File: src/rtl/dffram_regfile_nr1w.sv
`default_nettype none
// ============================================================================
//  Module      : dffram_regfile_nr1w
//  Description : Flip-flop based register file with NRD independent read
//                ports and one lane-masked write port. Each read port can be
//                combinational or registered. An optional write-through
//                bypass merges the in-flight write into same-address reads.
//                A clear engine zeroes the array after reset or on request.
//                Writes to an out-of-range address, or writes made while a
//                clear is running, are dropped and set a sticky error flag.
//  Ports       : clk        rising-edge clock
//                rst        asynchronous reset, active high
//                wr_en      write request
//                wr_addr    write address
//                wr_data    write data
//                wr_mask    per-lane write enables
//                rd_addr    packed read addresses, port p at [p*AWIDTH +: AWIDTH]
//                rd_data    packed read data,      port p at [p*DWIDTH +: DWIDTH]
//                cfg_rdbuf  per port: 1 = registered read, 0 = combinational read
//                cfg_wt     write-through bypass enable (all ports)
//                clr_req    start a clear sweep
//                busy       clear sweep in progress
//                wr_err     sticky: a write was dropped
//                err_clr    clears wr_err
//  Revision    : 1.0  initial release
// ============================================================================
module dffram_regfile_nr1w #(
    parameter int AWIDTH = 5,
    parameter int DEPTH  = 20,
    parameter int DWIDTH = 8,
    parameter int LANEW  = 4,
    parameter int NRD    = 2,
    localparam int LANES = DWIDTH / LANEW
) (
    input  logic                     clk,
    input  logic                     rst,
    input  logic                     wr_en,
    input  logic [AWIDTH-1:0]        wr_addr,
    input  logic [DWIDTH-1:0]        wr_data,
    input  logic [LANES-1:0]         wr_mask,
    input  logic [NRD*AWIDTH-1:0]    rd_addr,
    output logic [NRD*DWIDTH-1:0]    rd_data,
    input  logic [NRD-1:0]           cfg_rdbuf,
    input  logic                     cfg_wt,
    input  logic                     clr_req,
    output logic                     busy,
    output logic                     wr_err,
    input  logic                     err_clr
);

    localparam logic [0:0]        c_st_idle  = 1'b0;
    localparam logic [0:0]        c_st_clear = 1'b1;
    // One extra bit so DEPTH == 2**AWIDTH still compares correctly.
    localparam logic [AWIDTH:0]   c_depth    = (AWIDTH+1)'(DEPTH);
    localparam logic [AWIDTH-1:0] c_last_ptr = AWIDTH'(DEPTH - 1);

    logic [0:0]        r_state;
    logic [AWIDTH-1:0] r_ptr;
    logic              r_err;
    logic [DWIDTH-1:0] r_mem [DEPTH];

    logic w_busy;
    logic w_wr_in_range;
    logic w_wr_go;
    logic w_wr_drop;

    assign w_busy        = (r_state == c_st_clear);
    assign w_wr_in_range = ({1'b0, wr_addr} < c_depth);
    assign w_wr_go       = wr_en & ~w_busy & w_wr_in_range;
    assign w_wr_drop     = wr_en & (w_busy | ~w_wr_in_range);

    assign busy   = w_busy;
    assign wr_err = r_err;

    // ------------------------------------------------------------------
    // Clear engine. Reset parks the FSM in CLEAR with the pointer at 0,
    // so the sweep restarts from scratch whenever rst is pulsed.
    // ------------------------------------------------------------------
    always_ff @(posedge clk or posedge rst) begin
        if (rst) begin
            r_state <= c_st_clear;
            r_ptr   <= '0;
        end else begin
            case (r_state)
                c_st_idle: begin
                    if (clr_req) begin
                        r_state <= c_st_clear;
                        r_ptr   <= '0;
                    end
                end
                c_st_clear: begin
                    // clr_req is ignored here: an active sweep never restarts.
                    if (r_ptr == c_last_ptr) begin
                        r_state <= c_st_idle;
                        r_ptr   <= '0;
                    end else begin
                        r_ptr <= r_ptr + 1'b1;
                    end
                end
                default: begin
                    r_state <= c_st_clear;
                    r_ptr   <= '0;
                end
            endcase
        end
    end

    // Sticky drop flag; a new drop in the same cycle beats err_clr.
    always_ff @(posedge clk or posedge rst) begin
        if (rst) begin
            r_err <= 1'b0;
        end else if (w_wr_drop) begin
            r_err <= 1'b1;
        end else if (err_clr) begin
            r_err <= 1'b0;
        end
    end

    // ------------------------------------------------------------------
    // Storage. Not reset: the sweep zeroes it. While rst is high the FSM
    // is held in CLEAR, so user writes are blocked by w_busy.
    // ------------------------------------------------------------------
    always_ff @(posedge clk) begin
        if (w_busy) begin
            r_mem[r_ptr] <= '0;
        end else if (w_wr_go) begin
            for (int l = 0; l < LANES; l++) begin
                if (wr_mask[l]) begin
                    r_mem[wr_addr][l*LANEW +: LANEW] <= wr_data[l*LANEW +: LANEW];
                end
            end
        end
    end

    // ------------------------------------------------------------------
    // Read ports
    // ------------------------------------------------------------------
    for (genvar p = 0; p < NRD; p++) begin : g_rd
        logic [AWIDTH-1:0] w_addr;
        logic              w_in_range;
        logic              w_hit;
        logic [DWIDTH-1:0] w_curr;
        logic [DWIDTH-1:0] r_buf;

        assign w_addr     = rd_addr[p*AWIDTH +: AWIDTH];
        assign w_in_range = ({1'b0, w_addr} < c_depth);
        assign w_hit      = cfg_wt & w_wr_go & (wr_addr == w_addr);

        // Out-of-range addresses return zero rather than aliasing a word.
        always_comb begin
            w_curr = '0;
            if (!w_busy && w_in_range) begin
                w_curr = r_mem[w_addr];
                if (w_hit) begin
                    for (int l = 0; l < LANES; l++) begin
                        if (wr_mask[l]) begin
                            w_curr[l*LANEW +: LANEW] = wr_data[l*LANEW +: LANEW];
                        end
                    end
                end
            end
        end

        // Loads every cycle, including during a sweep, so it reads zero
        // one cycle after busy rises.
        always_ff @(posedge clk or posedge rst) begin
            if (rst) begin
                r_buf <= '0;
            end else begin
                r_buf <= w_curr;
            end
        end

        assign rd_data[p*DWIDTH +: DWIDTH] = cfg_rdbuf[p] ? r_buf : w_curr;
    end

endmodule
`default_nettype wire
File: config.mk
export PLATFORM = sky130hd
export DESIGN_NAME = dffram_regfile_nr1w
export DESIGN_NICKNAME = d
export VERILOG_FILES = /design/src/rtl/dffram_regfile_nr1w.sv
export SDC_FILE = /design/constraint.sdc
export NUM_CORES = 1
export LEC_CHECK = 0
export ABC_CLOCK_PERIOD_IN_PS = 3600
export CAP_MARGIN = 5
export CORE_MARGIN = 5
export CORE_UTILIZATION = 60
export DETAILED_ROUTE_END_ITERATION = 8
export PLACE_DENSITY = 0.8
export SETUP_SLACK_MARGIN = 0.1
export SLEW_MARGIN = 5
export SYNTH_ARGS = -nofsm -noshare
export SYNTH_HDL_FRONTEND = slang
export SYNTH_SLANG_ARGS = --single-unit
File: constraint.sdc
create_clock -name clk -period 3.6 [get_ports clk]
set_input_delay 0.9 -clock clk [delete_from_list [all_inputs] [get_ports clk]]
set_output_delay 0.9 -clock clk [all_outputs]
set_load 0.01 [all_outputs]
==> results of run 1 <==
## worst min path at each step
| stage | end | depth (start not counted) | slack [ps] |
|---|---|---|---|
| 2_1_floorplan | r_ptr[0] | 1 | 540 |
| 3_3_place_gp | wr_err | 2 | 510 |
| 3_5_place_dp | wr_err | 2 | 530 |
| 4_1_cts | wr_err | 2 | 540 |
| 5_1_grt | wr_err | 2 | 570 |
| 6_report | wr_err | 2 | 540 |
## where the power goes
group	total, mW	internal [mW]	switching, mW
logic	2.12	0.895	1.23
clock network	1.89	0.982	0.910
registers	2.92	2.65	0.263
## per-layer routing
layer  vias up  part of all wire, %  GRT usage, %
li1       3123                    -             -
met1      3949                   33          47.0
met2       951                   44          56.9
met3       275                   15          9.24
met4         0                  8.3          19.2
met5         -                    0             0
## what timing repair did
action	CTS	global route
resized for setup	277	48
endpoints found under the setup margin	19	16
pin swaps	57	27
setup buffers	43	18
hold buffers	0	0
gates cloned	5	1
## registers in the layout, indices dropped and copies added, names as in the netlist
signal      cells
g_rd.r_buf     16
r_ptr           5
wr_err          1
busy            1
r_mem         160
## final cells by class
type / count / area [sq um] / share of cell area, %
flip-flops and latches: 183 / 5380 / 40.9
inverters: 6 / 22.5 / 0.171
well taps: 188 / 235 / 1.79
repair buffers: 237 / 2260 / 17.1
multi-input cells: 448 / 4680 / 35.5
clock buffers: 17 / 425 / 3.23
clock inverters: 15 / 166 / 1.26
## cell families after synthesis
| group | Yosys count |
|---|---|
| AND/OR/NAND/NOR | 189 |
| flip-flops | 183 |
| multiplexers | 130 |
| AO/OA/AOI/OAI | 117 |
| buffers and inverters | 62 |
| XOR/XNOR | 11 |
| adder cells (fa/ha/maj) | 1 |
## metrics by stage
| stage | setup TNS (ps) | instances |
|---|---|---|
| CTS | -126 | 1077 |
| global placement | -23360 | 1000 |
| global route | -1200 | 1094 |
| floorplan | 0 | 693 |
| finish | -1130 | 1094 |
| detailed placement | -30530 | 1000 |
## worst max-delay path, cell delays in order
cell     delay (ps)
buf_12          110
buf_4           150
buf_6           220
mux2i_1         600
o22ai_1         280
nor4b_4         370
o31a_1          230
o21ai_1          90
buf_2           150
## Yosys cell counts, drive strengths merged (13+ instances only)
cell / instances
edfxtp: 160
mux2i: 91
nor2: 54
o22ai: 42
mux4: 39
nand2: 31
buf: 29
clkbuf: 27
o21ai: 26
dfrtp: 22
nor4b: 16
a21oi: 14
nand2b: 14
and2: 13
==> results by group, run 1 <==
Logic synthesis
  • Post-Syn Area: 0.00933 sq mm
  • Yosys top cell by area: edfxtp_1
  • Synth Area in Compound Gates: 7.99%
  • Area contributors post-synth: edfxtp_1, mux2i_1, mux4_2
  • Post-synthesis adder-cell area fraction: 0.134%
  • Yosys warns: 0
  • Post-Synth XOR/XNOR Area: 1.03%
  • Post-synthesis async set-or-reset flop share: 12.6%
  • Avg Inst Size Synth: 13.5 sq um
  • Register area share after synthesis: 57.7%
  • Area share of the largest cell type after synthesis: 51.5%
  • Yosys cell types: 49
  • Main combinational cell family by area after synthesis: multiplexers
  • Post-synthesis mux area share: 19.2%
  • Cells after synthesis: 693
  • Post-synth net total: 727
  • EDFF count, synth: 160
  • Synth Register Bits: 183
  • Ys flop type: edfxtp_1
  • Synth Area in Simple Gates: 11.2%

Clock tree
  • Skew-Pair Late Insertion Delay: 450 ps
  • CTS tree: yes
  • Clock buffer depth: 2
  • H-tree depth: 4
  • Clock transition at path regs: 70 ps
  • CTS sink cnt: 183
  • Clk Tree Root Cell: clkbuf_16
  • Number of buffers created by CTS: 17

Pwr
  • Pwr/cell area: 526 mW/mm^2
  • Max VDD drop: 467 uV
  • Pwr Total: 6.93 mW
  • LEAKAGE: 4.94 nW

Setup path
  • RR Startpoint: busy
  • Worst EP required: 2700 ps
  • R2r worst-path depth: 4
  • Crit path launch: rd_addr[1]
  • RR Endpoint: r_mem[12][4]
  • CP max FO: 12
  • Critical path type: in -> out
  • Reg-to-reg slack, setup: 730 ps
  • Startpoint Class: input pin
  • Worst setup EP type: output port
  • Crit path capture: rd_data[5]
  • Critical path arrival: 3100 ps

Detailed routing
  • Starting DRT DRC Count: 1,429
  • TritonRoute pass-1 iters: 6
  • Vias: 8,298
  • Drt drc: 0
  • Wire per inst: 33.5 um
  • DR vias/cell: 7.59
  • Routed WL: 36,700 um
  • Final ANT Viol Nets: 0

Floorplanning
  • Num rows: 45
  • Core Region: 0.0152 sq mm
  • Die Y: 135 um
  • Die Area: 0.0181 sq mm
  • Initial Util: 61.4%
  • Ports: 51
  • Die Width: 135 um

Worst hold path
  • Hold Path Origin: wr_err
  • Worst min path class: reg -> reg

Placement
  • DP Area: 0.0109 sq mm
  • Port Buffers: 50
  • Final Wtd Congestion: 1.03
  • Pre-CTS setup slack: -890 ps
  • Post-DP HPWL: 19,200 um

Final layout
  • Layout cell share with drive strength beyond 1: 45.9%
  • Commonest non-fill, non-tap cells in the layout: edfxtp_1, buf_4, mux2i_1, nor2_1, mux4_2
  • Synth-to-layout area growth: 41.2%
  • # fillers: 582
  • Most common library cell in the layout ignoring fill and taps: edfxtp_1
  • ANT cells: 0
  • Layout Nets: 927
  • Post-route cell area: 0.0132 sq mm
  • Fin util: 86.6%

Timing
  • Final Hold Vio Count: 0
  • RSZ-0062 raised after global routing: true
  • Max frequency: 250 MHz
  • Slew Limit Fails: 0
  • Max-Slew Margin vs Limit: 3.24%
  • Final Cycle Share: 111%
  • Hold_ws: 539 ps
  • Final Skew: 19.8 ps
  • Final setup viols: 13
  • Clock period minus final worst setup slack: 4000 ps
  • PnR worst setup slack: -400 ps
  • Actual slew at the worst max-slew pin: 1440 ps

Global route
  • Pin count of the biggest net entering global routing: 24
  • Number of global-route vias before repair: 7,946
  • First-pass GRT wire length: 48,400 um
  • GRT Total Usage: 36.3%
  • Total gr overflow: 0
  • Initial antenna violation count: 0

Run status
  • Failing checks: setup timing
  • Status: finished with violations

Job
  • Max Cap Viol: 0
No activity file was read; power rests on OpenSTA's default activity.
==> run 2, diff against run 1 <==
--- a/config.mk
+++ b/config.mk
@@ -7,6 +7,7 @@
 export LEC_CHECK = 0
 export ABC_CLOCK_PERIOD_IN_PS = 3600
 export CAP_MARGIN = 5
+export CORE_ASPECT_RATIO = 1.1
 export CORE_MARGIN = 5
 export CORE_UTILIZATION = 60
 export DETAILED_ROUTE_END_ITERATION = 8
==> results by group, run 2 (synthesis gave the netlist of run 1 again) <==
Run status
  • Status: finished with violations (unchanged)
  • Failing checks: setup timing (unchanged)

Detailed routing
  • Starting DRT DRC Count: 1,095 (was 1,429)
  • Wire per inst: 30.7 um (was 33.5 um)
  • TritonRoute pass-1 iters: 6 (unchanged)
  • Drt drc: 0 (unchanged)
  • Final ANT Viol Nets: 0 (unchanged)
  • Routed WL: 33,300 um (was 36,700 um)
  • Vias: 7,838 (was 8,298)
  • DR vias/cell: 7.21 (was 7.59)

Timing
  • Final Skew: 11.2 ps (was 19.8 ps)
  • Final Hold Vio Count: 0 (unchanged)
  • Final Cycle Share: 103% (was 111%)
  • Final setup viols: 8 (was 13)
  • Max-Slew Margin vs Limit: 35.6% (was 3.24%)
  • Max frequency: 269 MHz (was 250 MHz)
  • PnR worst setup slack: -123 ps (was -400 ps)
  • Actual slew at the worst max-slew pin: 965 ps (was 1440 ps)
  • Slew Limit Fails: 0 (unchanged)
  • Setup TNS: -532 ps (was -1130 ps)
  • RSZ-0062 raised after global routing: true (unchanged)
  • Clock period minus final worst setup slack: 3720 ps (was 4000 ps)

Setup path
  • CP max FO: 7 (was 12)
  • R2r worst-path depth: 5 (was 4)
  • RR Endpoint: r_mem[17][4] (was r_mem[12][4])
  • Worst setup EP type: output port (unchanged)
  • RR Startpoint: busy (unchanged)
  • Startpoint Class: input pin (unchanged)
  • Worst EP required: 2700 ps (about the same)
  • Reg-to-reg slack, setup: 960 ps (was 730 ps)
  • Crit path capture: rd_data[6] (was rd_data[5])
  • Critical path type: in -> out (unchanged)
  • Critical path arrival: 2820 ps (was 3100 ps)
  • Crit path launch: rd_addr[1] (unchanged)

Global route
  • First-pass GRT wire length: 47,800 um (was 48,400 um)
  • Total gr overflow: 0 (unchanged)
  • Number of global-route vias before repair: 7,844 (was 7,946)
  • GRT Total Usage: 35.9% (was 36.3%)
  • Pin count of the biggest net entering global routing: 24 (unchanged)
  • Initial antenna violation count: 1 (was 0)

Final layout
  • Multi-input gate area: 0.00475 sq mm (was 0.00468 sq mm)
  • Layout cell share with drive strength beyond 1: 44.6% (was 45.9%)
  • Fin cells: 1,087 (was 1,094)
  • Biggest register: r_mem (unchanged)
  • Synth-to-layout area growth: 39.2% (was 41.2%)
  • FF/Latch Area: 0.00538 sq mm (unchanged)
  • ANT cells: 0 (unchanged)
  • Layout Nets: 912 (was 927)
  • Max FFs per register: 160 (unchanged)
  • Most common library cell in the layout ignoring fill and taps: edfxtp_1 (unchanged)
  • Regs by FF count: r_mem x160, g_rd.r_buf x16, r_ptr x5 (unchanged)
  • Commonest non-fill, non-tap cells in the layout: edfxtp_1, buf_4, mux2i_1, nor2_1, mux4_2 (unchanged)
  • # fillers: 672 (was 582)

Floorplanning
  • Num rows: 47 (was 45)
  • Core Region: 0.0152 sq mm (about the same)
  • Die Y: 141 um (was 135 um)
  • Die Area: 0.0181 sq mm (about the same)
  • Die Width: 129 um (was 135 um)
  • Ports: 51 (unchanged)
  • Initial Util: 61.5% (was 61.4%)

Clock tree
  • Hold buffers post-CTS: 0 (unchanged)
  • CTS tree: yes (unchanged)
  • Skew-Pair Late Insertion Delay: 440 ps (was 450 ps)
  • Clk Tree Root Cell: clkbuf_16 (unchanged)
  • Number of buffers created by CTS: 17 (unchanged)
  • CTS sink cnt: 183 (unchanged)
  • H-tree depth: 4 (unchanged)
  • Clock buffer depth: 2 (unchanged)
  • Clock transition at path regs: 80 ps (was 70 ps)

Placement
  • Post-DP HPWL: 20,100 um (was 19,200 um)
  • Final Wtd Congestion: 1.01 (was 1.03)
  • Pre-CTS setup slack: -823 ps (was -890 ps)
  • Placed Cells: 1,023 (was 1,000)
  • Port Buffers: 50 (unchanged)

Pwr
  • Pwr Total: 6.92 mW (was 6.93 mW)
  • Pwr/cell area: 533 mW/mm^2 (was 526 mW/mm^2)
  • Max VDD drop: 514 uV (was 467 uV)
  • LEAKAGE: 4.84 nW (was 4.94 nW)

Job
  • Max Cap Viol: 0 (unchanged)

Worst hold path
  • Worst min path class: reg -> reg (unchanged)
-- run 2: cell count changes in the layout (fill, tap and decap cells not counted), moves of 3 or more --
| cell | before | now |
|---|---|---|
| a21oi_1 | 8 | 5 |
| a21oi_2 | 6 | 9 |
| buf_12 | 16 | 12 |
| buf_6 | 24 | 18 |
| o22ai_1 | 6 | 9 |
| o22ai_2 | 20 | 12 |
| o22ai_4 | 16 | 21 |
-- run 2: how the worst min path moves through the flow --
stage             start        to  slack, ps  cells after the start
2_1_floorplan  r_ptr[0]  r_ptr[0]        540                      1
3_3_place_gp     wr_err    wr_err        510                      2
3_5_place_dp     wr_err    wr_err        530                      2
4_1_cts          wr_err    wr_err        540                      2
5_1_grt          wr_err    wr_err        580                      2
6_report         wr_err    wr_err        530                      2
-- run 2: critical path, stage by stage --
cell	delay [ps]
buf_12	100
mux4_2	500
mux4_2	510
nor2b_4	150
a211o_1	270
a32o_2	270
buf_6	120
-- run 2: layer usage --
metal  vias to the layer above  global-route usage, %  part of all wire (%)  routed length, um
met4                         4                   19.5                   7.3               2440
li1                       3098                      -                     -                  -
met1                      3775                   44.5                    33              11000
met5                         -                      0                  0.17                 56
met2                       749                   55.9                    46              15500
met3                       212                   11.8                    13               4330
-- run 2: stage by stage --
stage | util, % | hold WS, ps | area (sq um)
after floorplan | - | 538 | 9340
after global placement | 72.4 | 514 | 11000
after detailed placement | 72.4 | 527 | 11000
after CTS | 83.7 | 541 | 12700
after global routing | 85.6 | 578 | 13000
final | 85.6 | 532 | 13000
-- run 2: area by class of cell --
class,count,share of cell area (%)
Clock buffer,19,3.33
Clock inverter,13,1.44
Inverter,6,0.173
Multi-Input combinational cell,448,36.6
Sequential cell,183,41.4
Tap cell,196,1.89
Timing Repair Buffer,222,15.2
-- run 2: power by group --
group	internal, mW	leakage, nW	switching [mW]
Combinational	0.870	2.78	1.15
Sequential	2.66	1.77	0.258
Clock	1.12	0.296	0.865
-- run 2: timing repair --
| item | CTS | global route |
|---|---|---|
| endpoints found under the setup margin | 16 | 16 |
| endpoints found under the hold margin | 0 | 0 |
| gates cloned | 2 | 1 |
| pin swaps | 52 | 21 |
| setup buffers | 22 | 9 |
| resized for setup | 264 | 51 |
